### src/rtl/binary_conv3x3_pkg.sv
// Shared constants, FSM encoding and popcount helper for the 3x3 binary convolution.
package binary_conv3x3_pkg;

    localparam int IMG_W = 30;   // pixels per row
    localparam int IMG_H = 30;   // rows per frame
    localparam int CW    = 5;    // column counter width
    localparam int RW    = 5;    // row counter width

    typedef enum logic [1:0] {
        IDLE  = 2'd0,
        FILL  = 2'd1,
        RUN   = 2'd2,
        FLUSH = 2'd3
    } state_t;

    // Number of set bits in a 3x3 window, 0..9.
    function automatic logic [3:0] popcount9(input logic [8:0] bits);
        logic [3:0] sum;
        sum = '0;
        for (int i = 0; i < 9; i++) begin
            sum = sum + {3'b000, bits[i]};
        end
        return sum;
    endfunction

endpackage

### src/rtl/binary_conv3x3_if.sv
// Pixel stream, frame configuration and status signals of the 3x3 binary convolution.
interface binary_conv3x3_if;

    logic       iCLR;
    logic       iEN;
    logic       iDATA;
    logic [8:0] iKERNEL;
    logic [3:0] iTHRESH;
    logic       oEN;
    logic       oDATA;
    logic       oBUSY;
    logic       oDONE;

    modport master (
        output iCLR, iEN, iDATA, iKERNEL, iTHRESH,
        input  oEN, oDATA, oBUSY, oDONE
    );

    modport slave (
        input  iCLR, iEN, iDATA, iKERNEL, iTHRESH,
        output oEN, oDATA, oBUSY, oDONE
    );

endinterface

### src/rtl/binary_conv3x3_line_buf.sv
// One raster line of delay: oDATA is the pixel shifted in W steps earlier.
module binary_conv3x3_line_buf
    import binary_conv3x3_pkg::*;
#(
    parameter int W = IMG_W
) (
    input  logic iCLK,
    input  logic iRSTn,
    input  logic iCLR,
    input  logic iEN,
    input  logic iDATA,
    output logic oDATA
);

    logic [W-1:0] shiftReg;

    // Shift one pixel per step; frame abort empties the line.
    always_ff @(posedge iCLK or negedge iRSTn) begin
        if (!iRSTn) begin
            shiftReg <= '0;
        end else if (iCLR) begin
            shiftReg <= '0;
        end else if (iEN) begin
            shiftReg <= {shiftReg[W-2:0], iDATA};
        end
    end

    assign oDATA = shiftReg[W-1];

endmodule

### src/rtl/binary_conv3x3.sv
// Streaming 3x3 binary convolution with zero padding: oDATA = popcount(window & kernel) >= threshold.
module binary_conv3x3
    import binary_conv3x3_pkg::*;
(
    input  logic            iCLK,
    input  logic            iRSTn,
    binary_conv3x3_if.slave bus
);

    state_t        stateReg, stateNext;
    logic [CW-1:0] inColReg, outColReg, flushCntReg;
    logic [RW-1:0] inRowReg, outRowReg;
    logic [2:0]    tapCReg, tapLReg;      // columns c and c-1; bit2=top, bit0=bottom
    logic          oEnReg, oDataReg, oDoneReg;

    logic          flushing, accept, step, pixel, emit, lastOut, fire;
    logic          topOk, botOk, leftOk, rightOk;
    logic [1:0]    lbIn, lbOut;
    logic [2:0]    colR;
    logic [8:0]    window, padMask;

    assign flushing = (stateReg == FLUSH);
    assign accept   = bus.iEN && !flushing && !bus.iCLR;
    assign step     = accept || (flushing && !bus.iCLR);
    // During flush the raster is extended with zero pixels.
    assign pixel    = flushing ? 1'b0 : bus.iDATA;

    // Line 0 delays the incoming pixel by one row, line 1 by two rows.
    assign lbIn[0] = pixel;
    assign lbIn[1] = lbOut[0];

    genvar gi;
    generate
        for (gi = 0; gi < 2; gi++) begin : g_line
            binary_conv3x3_line_buf #(.W(IMG_W)) uLine (
                .iCLK  (iCLK),
                .iRSTn (iRSTn),
                .iCLR  (bus.iCLR),
                .iEN   (step),
                .iDATA (lbIn[gi]),
                .oDATA (lbOut[gi])
            );
        end
    endgenerate

    // Column c+1 of the window is formed combinationally from the line-buffer tails.
    assign colR   = {lbOut[1], lbOut[0], pixel};
    assign window = {tapLReg[2], tapCReg[2], colR[2],
                     tapLReg[1], tapCReg[1], colR[1],
                     tapLReg[0], tapCReg[0], colR[0]};

    // Padding follows the output position so neighbours never wrap across rows or frames.
    assign topOk   = (outRowReg != '0);
    assign botOk   = (outRowReg != RW'(IMG_H - 1));
    assign leftOk  = (outColReg != '0);
    assign rightOk = (outColReg != CW'(IMG_W - 1));
    assign padMask = {topOk & leftOk, topOk, topOk & rightOk,
                      leftOk,         1'b1,  rightOk,
                      botOk & leftOk, botOk, botOk & rightOk};

    assign fire = (popcount9(window & padMask & bus.iKERNEL) >= bus.iTHRESH);

    // Next-state and per-step output decisions.
    always_comb begin
        stateNext = stateReg;
        emit      = 1'b0;
        lastOut   = 1'b0;
        unique case (stateReg)
            IDLE: begin
                if (accept) stateNext = FILL;
            end
            FILL: begin
                // Pixel IMG_W is the last one without an output.
                if (accept && inRowReg == RW'(1) && inColReg == '0) stateNext = RUN;
            end
            RUN: begin
                if (accept) begin
                    emit = 1'b1;
                    if (inRowReg == RW'(IMG_H - 1) && inColReg == CW'(IMG_W - 1)) stateNext = FLUSH;
                end
            end
            FLUSH: begin
                emit = 1'b1;
                if (flushCntReg == CW'(IMG_W)) begin
                    lastOut   = 1'b1;
                    stateNext = IDLE;
                end
            end
            default: stateNext = IDLE;
        endcase
    end

    // FSM state register; frame abort returns to IDLE.
    always_ff @(posedge iCLK or negedge iRSTn) begin
        if (!iRSTn) begin
            stateReg <= IDLE;
        end else if (bus.iCLR) begin
            stateReg <= IDLE;
        end else begin
            stateReg <= stateNext;
        end
    end

    // Input, output and flush position counters.
    always_ff @(posedge iCLK or negedge iRSTn) begin
        if (!iRSTn) begin
            inColReg    <= '0;
            inRowReg    <= '0;
            outColReg   <= '0;
            outRowReg   <= '0;
            flushCntReg <= '0;
        end else if (bus.iCLR) begin
            inColReg    <= '0;
            inRowReg    <= '0;
            outColReg   <= '0;
            outRowReg   <= '0;
            flushCntReg <= '0;
        end else begin
            if (accept) begin
                if (inColReg == CW'(IMG_W - 1)) begin
                    inColReg <= '0;
                    inRowReg <= (inRowReg == RW'(IMG_H - 1)) ? '0 : inRowReg + 1'b1;
                end else begin
                    inColReg <= inColReg + 1'b1;
                end
            end
            if (emit) begin
                if (outColReg == CW'(IMG_W - 1)) begin
                    outColReg <= '0;
                    outRowReg <= (outRowReg == RW'(IMG_H - 1)) ? '0 : outRowReg + 1'b1;
                end else begin
                    outColReg <= outColReg + 1'b1;
                end
            end
            if (flushing) begin
                flushCntReg <= (flushCntReg == CW'(IMG_W)) ? '0 : flushCntReg + 1'b1;
            end
        end
    end

    // Tap register: keep the two previous window columns.
    always_ff @(posedge iCLK or negedge iRSTn) begin
        if (!iRSTn) begin
            tapCReg <= '0;
            tapLReg <= '0;
        end else if (bus.iCLR) begin
            tapCReg <= '0;
            tapLReg <= '0;
        end else if (step) begin
            tapLReg <= tapCReg;
            tapCReg <= colR;
        end
    end

    // Registered output strobe, data and end-of-frame pulse.
    always_ff @(posedge iCLK or negedge iRSTn) begin
        if (!iRSTn) begin
            oEnReg   <= 1'b0;
            oDataReg <= 1'b0;
            oDoneReg <= 1'b0;
        end else if (bus.iCLR) begin
            oEnReg   <= 1'b0;
            oDataReg <= 1'b0;
            oDoneReg <= 1'b0;
        end else begin
            oEnReg   <= emit;
            oDataReg <= emit & fire;
            oDoneReg <= lastOut;
        end
    end

    assign bus.oEN   = oEnReg;
    assign bus.oDATA = oDataReg;
    assign bus.oDONE = oDoneReg;
    assign bus.oBUSY = flushing;

endmodule
### src/flat_wrapper.sv
// flat-port wrapper written by rule: the top's interface ports become plain ports
module binary_conv3x3_flat import binary_conv3x3_pkg::*;
  (iCLK, iRSTn, bus_iCLR, bus_iEN, bus_iDATA, bus_iKERNEL, bus_iTHRESH, bus_oEN, bus_oDATA, bus_oBUSY, bus_oDONE);
  binary_conv3x3_if bus_i ();
  input  logic iCLK;
  input  logic iRSTn;
  input wire logic [$bits(bus_i.iCLR)-1:0] bus_iCLR;
  input wire logic [$bits(bus_i.iEN)-1:0] bus_iEN;
  input wire logic [$bits(bus_i.iDATA)-1:0] bus_iDATA;
  input wire logic [$bits(bus_i.iKERNEL)-1:0] bus_iKERNEL;
  input wire logic [$bits(bus_i.iTHRESH)-1:0] bus_iTHRESH;
  output wire logic [$bits(bus_i.oEN)-1:0] bus_oEN;
  output wire logic [$bits(bus_i.oDATA)-1:0] bus_oDATA;
  output wire logic [$bits(bus_i.oBUSY)-1:0] bus_oBUSY;
  output wire logic [$bits(bus_i.oDONE)-1:0] bus_oDONE;
  assign bus_i.iCLR = bus_iCLR;
  assign bus_i.iEN = bus_iEN;
  assign bus_i.iDATA = bus_iDATA;
  assign bus_i.iKERNEL = bus_iKERNEL;
  assign bus_i.iTHRESH = bus_iTHRESH;
  assign bus_oEN = bus_i.oEN;
  assign bus_oDATA = bus_i.oDATA;
  assign bus_oBUSY = bus_i.oBUSY;
  assign bus_oDONE = bus_i.oDONE;
  binary_conv3x3 u_core (.iCLK(iCLK), .iRSTn(iRSTn), .bus(bus_i));
endmodule
### config.mk
export PLATFORM = sky130hd
export DESIGN_NAME = binary_conv3x3_flat
export DESIGN_NICKNAME = d
export VERILOG_FILES = /design/src/rtl/binary_conv3x3_pkg.sv /design/src/rtl/binary_conv3x3_if.sv /design/src/rtl/binary_conv3x3_line_buf.sv /design/src/rtl/binary_conv3x3.sv /design/src/flat_wrapper.sv
export SDC_FILE = /design/constraint.sdc
export NUM_CORES = 1
export LEC_CHECK = 0
export CORE_MARGIN = 2
export CORE_UTILIZATION = 35
export DETAILED_ROUTE_END_ITERATION = 8
export SKIP_CTS_REPAIR_TIMING = 1
export SLEW_MARGIN = 15
export SYNTH_ARGS = -nofsm -noshare
export SYNTH_HDL_FRONTEND = slang
export SYNTH_SLANG_ARGS = --single-unit
### constraint.sdc
create_clock -name iCLK -period 6.1 [get_ports iCLK]
set_clock_uncertainty 0.15 [all_clocks]
set_input_delay 0.915 -clock iCLK [delete_from_list [all_inputs] [get_ports iCLK]]
set_output_delay 0.915 -clock iCLK [all_outputs]
set_load 0.005 [all_outputs]
==> flow_summary.ini, run 1 <==
[logic_synthesis]
syn_area_sq_um = 4548
ys_ff_latch = 92
ys.flop_type = dfrtp_1
seq_area_frac_synth = 0.5062
synth_fp_nets = 545
synth_area_leaders = dfrtp_1, nand2_1, o21ai_0, ha_1, fa_1
synthCells = 495
yosysMostFrequentCell = nand2_1
synth-edff-count = 0
ys_types = 44
yosys_warnings = 0
yosys.area.top_type_share = 0.5062
yosysTopAreaCell = dfrtp_1
async_flop_share = 1.000
synthTopCellsByCount = nand2_1, dfrtp_1, o21ai_0
syn_avg_cell_area_sq_um = 9.188

[routing]
vias = 3243
drt_iter0_drc = 164
dr.pass1.iters = 4
vias_per_cell = 4.755
wl_per_cell_um = 11.87
drc_errors = 0
drtAntennaViolNets = 0
drt_wl_total_mm = 8.094

[setup_path]
cp_max_fo = 2
cpMostUsedCell = fa_1
criticalPathCategory = primary input to flop
cp-start-kind = primary input
critical_path_buf_inv_count = 3
crit_path_max_incr_delay_ns = 0.55
cp-end-kind = flop
required_ns = 6.14
cp.arrival_ns = 4.96
cp_cell_sequence = clkdlybuf4s50_1, nand2_1, nor3_1, ha_1, inv_1, fa_1, fa_1, inv_1, fa_1, ha_1, fa_1, ha_1, a21o_1, a21o_1, a21oi_1, nor3_1
critPathTopFamily = adder cells
critPathSlowestCell = fa_1

[power]
pwr-share-clk = 0.386
pwr-share-seq = 0.471
p_total_mw = 1.434
netSwitchingFraction = 0.2945
peakVddDrop_mv = 0.1326
intPower_mw = 1.012
leakagePower_nw = 2.312
p_per_area_nw_per_um2 = 278.0
combPwrFrac = 0.143
p_switching_mw = 0.4223

[timing]
setup-violations-final = 0
drv_slew = 0
period_share = 0.8062
relSlewSlack = 0.3246
tns_ns = 0
max_freq_ghz = 0.2033
post-route-min-period_ns = 4.918
holdWs_ns = 0.2552
tightest_slew_ns = 1.013
rsz0062_at_grt = no
hold_violations = 0

[floorplan]
die-area_sq_um = 13920
start_util = 0.3589
rows = 41
die_h_um = 118.0
core_sq_um = 12670
pin_count = 22
die_x_um = 118.0

[placement]
dp.cells = 666
hpwl_mm = 5.393
port_buffers = 21
gp_routability_congestion = 0.7769

[grt]
grtUsageTotal = 0.1249
antenna_found_initial = 0
grt_pass1_wl_mm = 14.51
grt_max_degree = 123
gr-total-overflow = 0
grt_pass1_vias = 3154

[layout]
ff_latch_area_sq_um = 2302
drive_gt1_frac = 0.05882
stdcell_count = 682
fin_nets = 555
diodes = 0
syn_to_final_growth_pct = 13.45
n_fill_cell = 1287
multi_input_area_sq_um = 2034

[clock_tree]
cts_buffers = 9
cts_tree = yes
cts.sinks = 92
root_buffer = clkbuf_16
clkSlewWorstSetupHoldPaths_ns = 0.07
h-tree-depth = 3
insertion_delay_ns = 0.34
ctsLongestPathBuffers = 2

[job]
cap_violations = 0

[hold_path]
hp-class = primary input to async pin

[run_status]
status = finished, final reports clean
[sequential cells by signal, indices dropped and copies added (netlist names)]
| register | cells |
|---|---|
| u_core.stateReg | 2 |
| u_core.flushCntReg | 5 |
| u_core.bus.oDONE | 1 |
| u_core.bus.oDATA | 1 |
| u_core.inColReg | 5 |
| u_core.tapLReg | 1 |
| u_core.inRowReg | 5 |
| u_core.g_line.uLine.shiftReg | 60 |
| u_core.outColReg | 5 |
| u_core.outRowReg | 5 |
| u_core.bus.oEN | 1 |
| u_core.tapCReg | 1 |
[path summary, 6_finish.rpt]
| kind | startpoint | to | slack, ns | cells after the start |
|---|---|---|---|---|
| hold / removal | iRSTn | u_core.inColReg[3] | 0.26 | 1 |
| min in group iCLK | u_core.flushCntReg[4] | u_core.flushCntReg[4] | 0.33 | 1 |
| setup reg to reg | u_core.outRowReg[1] | u_core.bus.oDATA | 1.30 | 17 |
| hold reg to reg | u_core.flushCntReg[4] | u_core.flushCntReg[4] | 0.33 | 1 |
| setup / recovery | bus_iDATA | u_core.bus.oDATA | 1.18 | 16 |
| max in group asynchronous | iRSTn | u_core.flushCntReg[1] | 4.32 | 2 |
[cell type report]
cell class              instances  share of cell area
flip-flops and latches         92              0.4462
multi-input cells             357              0.3943
repair buffers                 24             0.04462
clock buffers                   9             0.04365
well taps                     172             0.04171
inverters                      21             0.01528
clock inverters                 7             0.01431
[per-stage QoR]
stage                       util  worst slack [ns]  instance area [sq um]
after floorplan                -             1.498                   4548
after global placement    0.3836            0.8725                   4861
after detailed placement  0.3836            0.7975                   4861
after CTS                 0.4072             1.158                   5160
after global routing      0.4072            0.9554                   5160
final                     0.4072             1.182                   5160
[layout by cell type, fill, tap and decap left out, drive strengths merged]
master and n:
a211oi 2, a21o 3, a21oi 11, a311oi 2
a31oi 1, a41o 1, and3 3, and4 1
buf 4, clkbuf 9, clkdlybuf4s50 20, clkinv 1
dfrtp 92, fa 5, ha 27, inv 27
mux2 2, mux2i 2, nand2 142, nand2b 5
nand3 14, nand4 10, nor2 18, nor2b 3
nor3 9, nor3b 2, nor4 1, o2111ai 1
o211ai 1, o21ai 79, o21bai 1, o311ai 1
o31ai 1, o41ai 1, or2 1, or4b 2
xnor2 1, xor2 4
[per-layer routing]
layer | global-route usage | share of wire
met2 | 0.2078 | 0.46
met3 | 0.03440 | 0.032
met5 | 0 | 0
met4 | 0.03614 | 0.010
met1 | 0.1591 | 0.50
[power by group through the flow]
| stage | clock (mW) | combinational, mW | sequential [mW] |
|---|---|---|---|
| CTS | 0.572 | 0.210 | 0.675 |
| global route | 0.599 | 0.239 | 0.681 |
| floorplan | 0 | 0.153 | 0.679 |
| finish | 0.554 | 0.205 | 0.675 |
| global placement | 0 | 0.200 | 0.685 |
| detailed placement | 0 | 0.209 | 0.687 |
[cells by family (layout without fill, tap and decap cells)]
| kind of cell | after synthesis | after routing | share of synthesized area |
|---|---|---|---|
| buf+inv | 46 | 61 | 0.04759 |
| simple gates | 211 | 211 | 0.2019 |
| compound gates | 105 | 105 | 0.1290 |
| mux | 4 | 4 | 0.009353 |
| xor+xnor | 5 | 5 | 0.009628 |
| flops | 92 | 92 | 0.5062 |
| fa+ha+maj | 32 | 32 | 0.09629 |
No activity file was read; power rests on OpenSTA's default activity.
==> run 2: changes to the inputs <==
Clock period 6.1 ns to 4.9 ns, I/O delays scaled along.
==> run 2 against run 1 <==
Routed wire length grew 1.6%. Clock-buffer cell count grew 2. Power grew 33%.
==> flow_summary.ini, run 2 (synthesized netlist as in run 1, its figures left out) <==
[routing]
vias_per_cell = 4.727
drt_wl_total_mm = 8.220
vias = 3252
drtAntennaViolNets = 0
drt_iter0_drc = 255
drc_errors = 0
dr.pass1.iters = 4
wl_per_cell_um = 11.95

[floorplan]
core_sq_um = 12670
die-area_sq_um = 13920
pin_count = 22
start_util = 0.3589
rows = 41
die_x_um = 118.0
die_h_um = 118.0

[placement]
port_buffers = 21
hpwl_mm = 5.213
gp_routability_congestion = 0.8030
dp_slack_ns = -0.2360
dp.cells = 670

[setup_path]
rrSetupSlack_ns = 0.24
critPathTopFamily = adder cells
cp-start-kind = primary input
critical_path_buf_inv_count = 3
cp.arrival_ns = 4.75
cp_max_fo = 2
criticalPathCategory = primary input to flop
worst_r2r_endpoint = u_core.bus.oDATA
cp_cell_sequence = clkdlybuf4s50_1, nand2_1, nor3_2, ha_1, inv_1, fa_1, fa_1, inv_1, fa_1, ha_2, fa_1, ha_1, a21o_1, a21o_1, a21oi_1, nor3_1
required_ns = 4.94
crit_path_max_incr_delay_ns = 0.55
r2r_cells = 17
reg2reg_from = u_core.outRowReg[1]
critPathSlowestCell = fa_1
cp-end-kind = flop
cpMostUsedCell = fa_1

[timing]
post-route-min-period_ns = 4.705
hold_violations = 0
rsz0062_at_grt = no
drv_slew = 0
max_freq_ghz = 0.2125
relSlewSlack = 0.3618
period_share = 0.9602
worst_slack_ns = 0.1951
setup-violations-final = 0
tightest_slew_ns = 0.9572

[clock_tree]
cts_buffers = 9
ctsLongestPathBuffers = 2
clkSlewWorstSetupHoldPaths_ns = 0.06
cts_tree = yes
root_buffer = clkbuf_16
insertion_delay_ns = 0.34
cts.sinks = 92
h-tree-depth = 3

[grt]
grt_max_degree = 123
grt_pass1_vias = 3196
gr-total-overflow = 0
grt_pass1_wl_mm = 14.92
antenna_found_initial = 0
grtUsageTotal = 0.1288

[power]
leakagePower_nw = 2.368
combPwrFrac = 0.140
p_switching_mw = 0.4983
pwr-share-seq = 0.442
netSwitchingFraction = 0.2614
p_per_area_nw_per_um2 = 362.4
intPower_mw = 1.408
pwr-share-clk = 0.418
peakVddDrop_mv = 0.1921

[layout]
largest_register_ffs = 60
layout_common_cells = nand2_1, dfrtp_1, o21ai_0, ha_1, inv_1
drive_gt1_frac = 0.06977
syn_to_final_growth_pct = 15.65
top_register = u_core.g_line.uLine.shiftReg
diodes = 0
fin_nets = 561
final_common_cell = nand2_1
stdcell_count = 688

[job]
cap_violations = 0

[hold_path]
hp-class = primary input to async pin

[run_status]
status = finished, final reports clean
-- run 2: changes by cell type in the layout (fill, tap and decap cells not counted), moves of 2 or more --
cell and change:
inv_6 -3, buf_4 +6, inv_8 -2, clkbuf_1 +2
bufinv_16 +3
-- run 2: how the worst max path moves through the flow --
stage                   startpoint                to  depth (start not counted)
5_1_grt             bus_iKERNEL[0]  u_core.bus.oDATA                         16
2_1_floorplan  u_core.outColReg[0]  u_core.bus.oDATA                         15
4_1_cts        u_core.outColReg[0]  u_core.bus.oDATA                         15
6_report            bus_iKERNEL[0]  u_core.bus.oDATA                         16
3_3_place_gp             bus_iDATA  u_core.bus.oDATA                         16
3_5_place_dp             bus_iDATA  u_core.bus.oDATA                         16
-- run 2: worst register-to-register path: cells and delay by family, from the launching register on --
| kind | cells | cell delay, ns |
|---|---|---|
| AOI/OAI and AO/OA | 3 | 0.47 |
| adders and majority gates | 8 | 2.82 |
| buffers and inverters | 3 | 0.23 |
| DFF | 1 | 0.40 |
| and+or+nand+nor | 3 | 0.45 |
-- run 2: cell type report --
type / instances / area [sq um]
multi-input combinational: 357 / 2046
sequential: 92 / 2302
fill: 1268 / 7411
clock inverter: 5 / 107.6
inverter: 21 / 78.83
timing repair buffer: 30 / 277.8
clock buffer: 11 / 232.7
tap: 172 / 215.2
-- run 2: power by group through the flow --
stage,sequential (mW),combinational [mW],clock [mW]
global route,0.849,0.310,0.840
global placement,0.853,0.251,0
detailed placement,0.856,0.261,0
finish,0.842,0.266,0.798
floorplan,0.845,0.191,0
CTS,0.842,0.263,0.812
-- run 2: per-stage QoR --
stage | setup TNS, ns | utilization | cell area [sq um] | total power [mW] | hold slack, ns
floorplan | 0 | - | 4548 | 1.036 | 0.2894
global placement | -0.1553 | 0.3860 | 4891 | 1.104 | 0.3087
detailed placement | -0.2360 | 0.3860 | 4891 | 1.117 | 0.3210
CTS | 0 | 0.4129 | 5231 | 1.918 | 0.3320
global route | 0 | 0.4151 | 5260 | 1.999 | 0.3584
finish | 0 | 0.4151 | 5260 | 1.906 | 0.3141
-- run 2: layer usage --
layer	vias to the layer above	share of wire	routed length (um)	track usage
met2	34	0.45	3686	0.1991
li1	1685	-	-	-
met4	0	0.010	85	0.03840
met3	8	0.035	290	0.03779
met1	1525	0.51	4158	0.1752
met5	-	0	0	0
==> run 3: changes to the inputs <==
Settings changed: GPL_ROUTABILITY_DRIVEN set to 0, SETUP_SLACK_MARGIN set to 0.5, SYNTH_HIERARCHICAL set to 1.
==> run 3 against run 2 <==
Core utilization fell by 0.64 points. Sequential power rose by 5.8%. Clock power shrank 6.9%. Clock-buffer cell count down 2.
==> flow_summary.ini, run 3 <==
[clock_tree]
insertion_delay_ns = 0.34
cts_tree = yes
cts_buffers = 9
cts.sinks = 96
ctsLongestPathBuffers = 2
clkSlewWorstSetupHoldPaths_ns = 0.06
h-tree-depth = 3
root_buffer = clkbuf_16

[logic_synthesis]
ys_ff_latch = 96
synth.area.mux_share = 0.1327
synth_top_family_by_area = simple AND/OR/NAND/NOR gates
ys.flop_type = dfrtp_1
synth_fa_ha_area_frac = 0.08006
yosys_warnings = 6
async_flop_share = 1.000
yosys.area_share.xor_xnor = 0.01085
synthSimpleGateAreaFrac = 0.1413
synthTopCellsByCount = dfrtp_1, nor2_1, mux2i_1
synth_area_leaders = dfrtp_1, mux2i_1, nor2_1, ha_1, buf_12
syn_area_sq_um = 4845
synthCells = 442
seq_area_frac_synth = 0.4959
yosysTopAreaCell = dfrtp_1
synth-edff-count = 0
synth_fp_nets = 488
ys_types = 48
synth-compound-area-share = 0.07567
yosys.area.top_type_share = 0.4959
yosysMostFrequentCell = dfrtp_1
syn_avg_cell_area_sq_um = 10.96

[hold_path]
hp-class = primary input to async pin

[routing]
vias = 3125
dr.pass1.iters = 4
drt_iter0_drc = 217
drt_wl_total_mm = 8.345
drc_errors = 0
wl_per_cell_um = 12.96
vias_per_cell = 4.852
drtAntennaViolNets = 0

[layout]
syn_to_final_growth_pct = 13.07
diodes = 0
largest_register_ffs = 60
stdcell_count = 644
multi_input_area_sq_um = 2166
top_register = u_core/g_line.uLine/shiftReg
layout_common_cells = dfrtp_1, nor2_1, mux2i_1, nand2_1, ha_1
final_area_sq_um = 5478
drive_gt1_frac = 0.1111
ff_latch_area_sq_um = 2405
n_fill_cell = 1304
fin_nets = 510
final_common_cell = dfrtp_1

[timing]
drv_slew = 0
rsz0062_at_grt = yes
tightest_slew_ns = 0.9625
hold_violations = 0
max_freq_ghz = 0.2191
tns_ns = 0
setup-violations-final = 0
relSlewSlack = 0.3583
post-route-min-period_ns = 4.563
period_share = 0.9313

[grt]
grt_pass1_vias = 3123
antenna_found_initial = 0
grt_max_degree = 62
gr-total-overflow = 0
grtUsageTotal = 0.1233
grt_pass1_wl_mm = 14.55

[setup_path]
crit_path_max_incr_delay_ns = 0.52
critPathTopFamily = adder cells
cp-start-kind = primary input
r2r_cells = 16
critical_path_buf_inv_count = 4
cp.arrival_ns = 4.61
critPathSlowestCell = fa_1
cpMostUsedCell = fa_1
required_ns = 4.95
criticalPathCategory = primary input to flop
cp_max_fo = 2
worstSetupPathDepth = 15
cp-end-kind = flop
cp_cell_sequence = clkdlybuf4s50_1, nand4_1, fa_1, fa_1, inv_1, fa_1, inv_1, fa_2, fa_1, inv_1, ha_1, a21o_1, a21o_1, a21oi_2, nor3_1

[power]
p_per_area_nw_per_um2 = 357.8
leakagePower_nw = 2.549
peakVddDrop_mv = 0.1399

[placement]
post_dp_cell_area_sq_um = 5100
port_buffers = 21
hpwl_mm = 5.475
dp.cells = 623

[floorplan]
die_h_um = 121.7
die-area_sq_um = 14800
pin_count = 22
rows = 42
die_x_um = 121.7
start_util = 0.3615
core_sq_um = 13400

[run_status]
status = finished, final reports clean

[job]
cap_violations = 0
==> run 3: changes by cell type after synthesis, sizes merged, moves of 2 or more <==
cell and delta:
o31ai +3, clkbuf -3, a311oi -2, ha -4
mux2i +60, o21ai -52, nand2 -119, nor2 +61
dfrtp +4
==> run 3: cells by family (layout without fill, tap and decap cells) <==
kind of cell | count (synthesis) | after routing
adders and majority gates | 28 | 28
DFF | 96 | 96
buffers and inverters | 43 | 69
AOI/OAI and AO/OA | 56 | 56
and+or+nand+nor | 149 | 149
xor gates and xnor gates | 6 | 6
muxes | 64 | 64
==> run 3: metal layers <==
layer	up-vias	track usage	share of wire
li1	1557	-	-
met2	39	0.1917	0.46
met3	6	0.02528	0.026
met1	1523	0.1691	0.50
met5	-	0	0
met4	0	0.04957	0.013
==> run 3: final cells by class <==
cell class / count / share of cell area
sequential: 96 / 0.4390
multi-input combinational: 303 / 0.3954
timing repair buffer: 32 / 0.05254
clock buffer: 9 / 0.04111
tap: 176 / 0.04020
clock inverter: 6 / 0.01667
inverter: 22 / 0.01508
==> run 3: worst reg2reg max path, stage by stage, from the launching register on <==
cell and delay (ns):
dfrtp_2 0.44, ha_2 0.21, nand4_1 0.17, nand4_1 0.15, fa_1 0.52, fa_1 0.49, inv_1 0.05, fa_1 0.48
inv_1 0.06, fa_2 0.39, fa_1 0.49, inv_1 0.04, ha_1 0.26, a21o_1 0.17, a21o_1 0.15, a21oi_2 0.11
nor3_1 0.06
==> run 3: where the power goes <==
part / total [mW] / switching [mW] / internal [mW]
registers: 0.891 / 0.0544 / 0.837
clock network: 0.743 / 0.295 / 0.448
logic: 0.326 / 0.181 / 0.145
==> run 3: through the flow <==
stage | total power [mW] | hold slack (ns) | setup slack, ns | util
after floorplan | 1.151 | 0.2894 | 0.4456 | -
after global placement | 1.209 | 0.3373 | -0.1622 | 0.3806
after detailed placement | 1.220 | 0.3514 | -0.2129 | 0.3806
after CTS | 1.974 | 0.3406 | 0.1501 | 0.4042
after global routing | 2.071 | 0.3768 | 0.2105 | 0.4088
final | 1.960 | 0.3019 | 0.3367 | 0.4088
==> run 3: path summary, 6_finish.rpt <==
check,start,end,slack [ns]
max in group asynchronous,iRSTn,u_core/outColReg[0],3.34
min in group iCLK,u_core/flushCntReg[4],u_core/flushCntReg[4],0.36
worst max-delay path,bus_iKERNEL[0],u_core/bus.oDATA,0.34
worst min register to register,u_core/flushCntReg[4],u_core/flushCntReg[4],0.36
worst min-delay path,iRSTn,u_core/inColReg[4],0.30
worst max register to register,u_core/outColReg[0],u_core/bus.oDATA,0.37
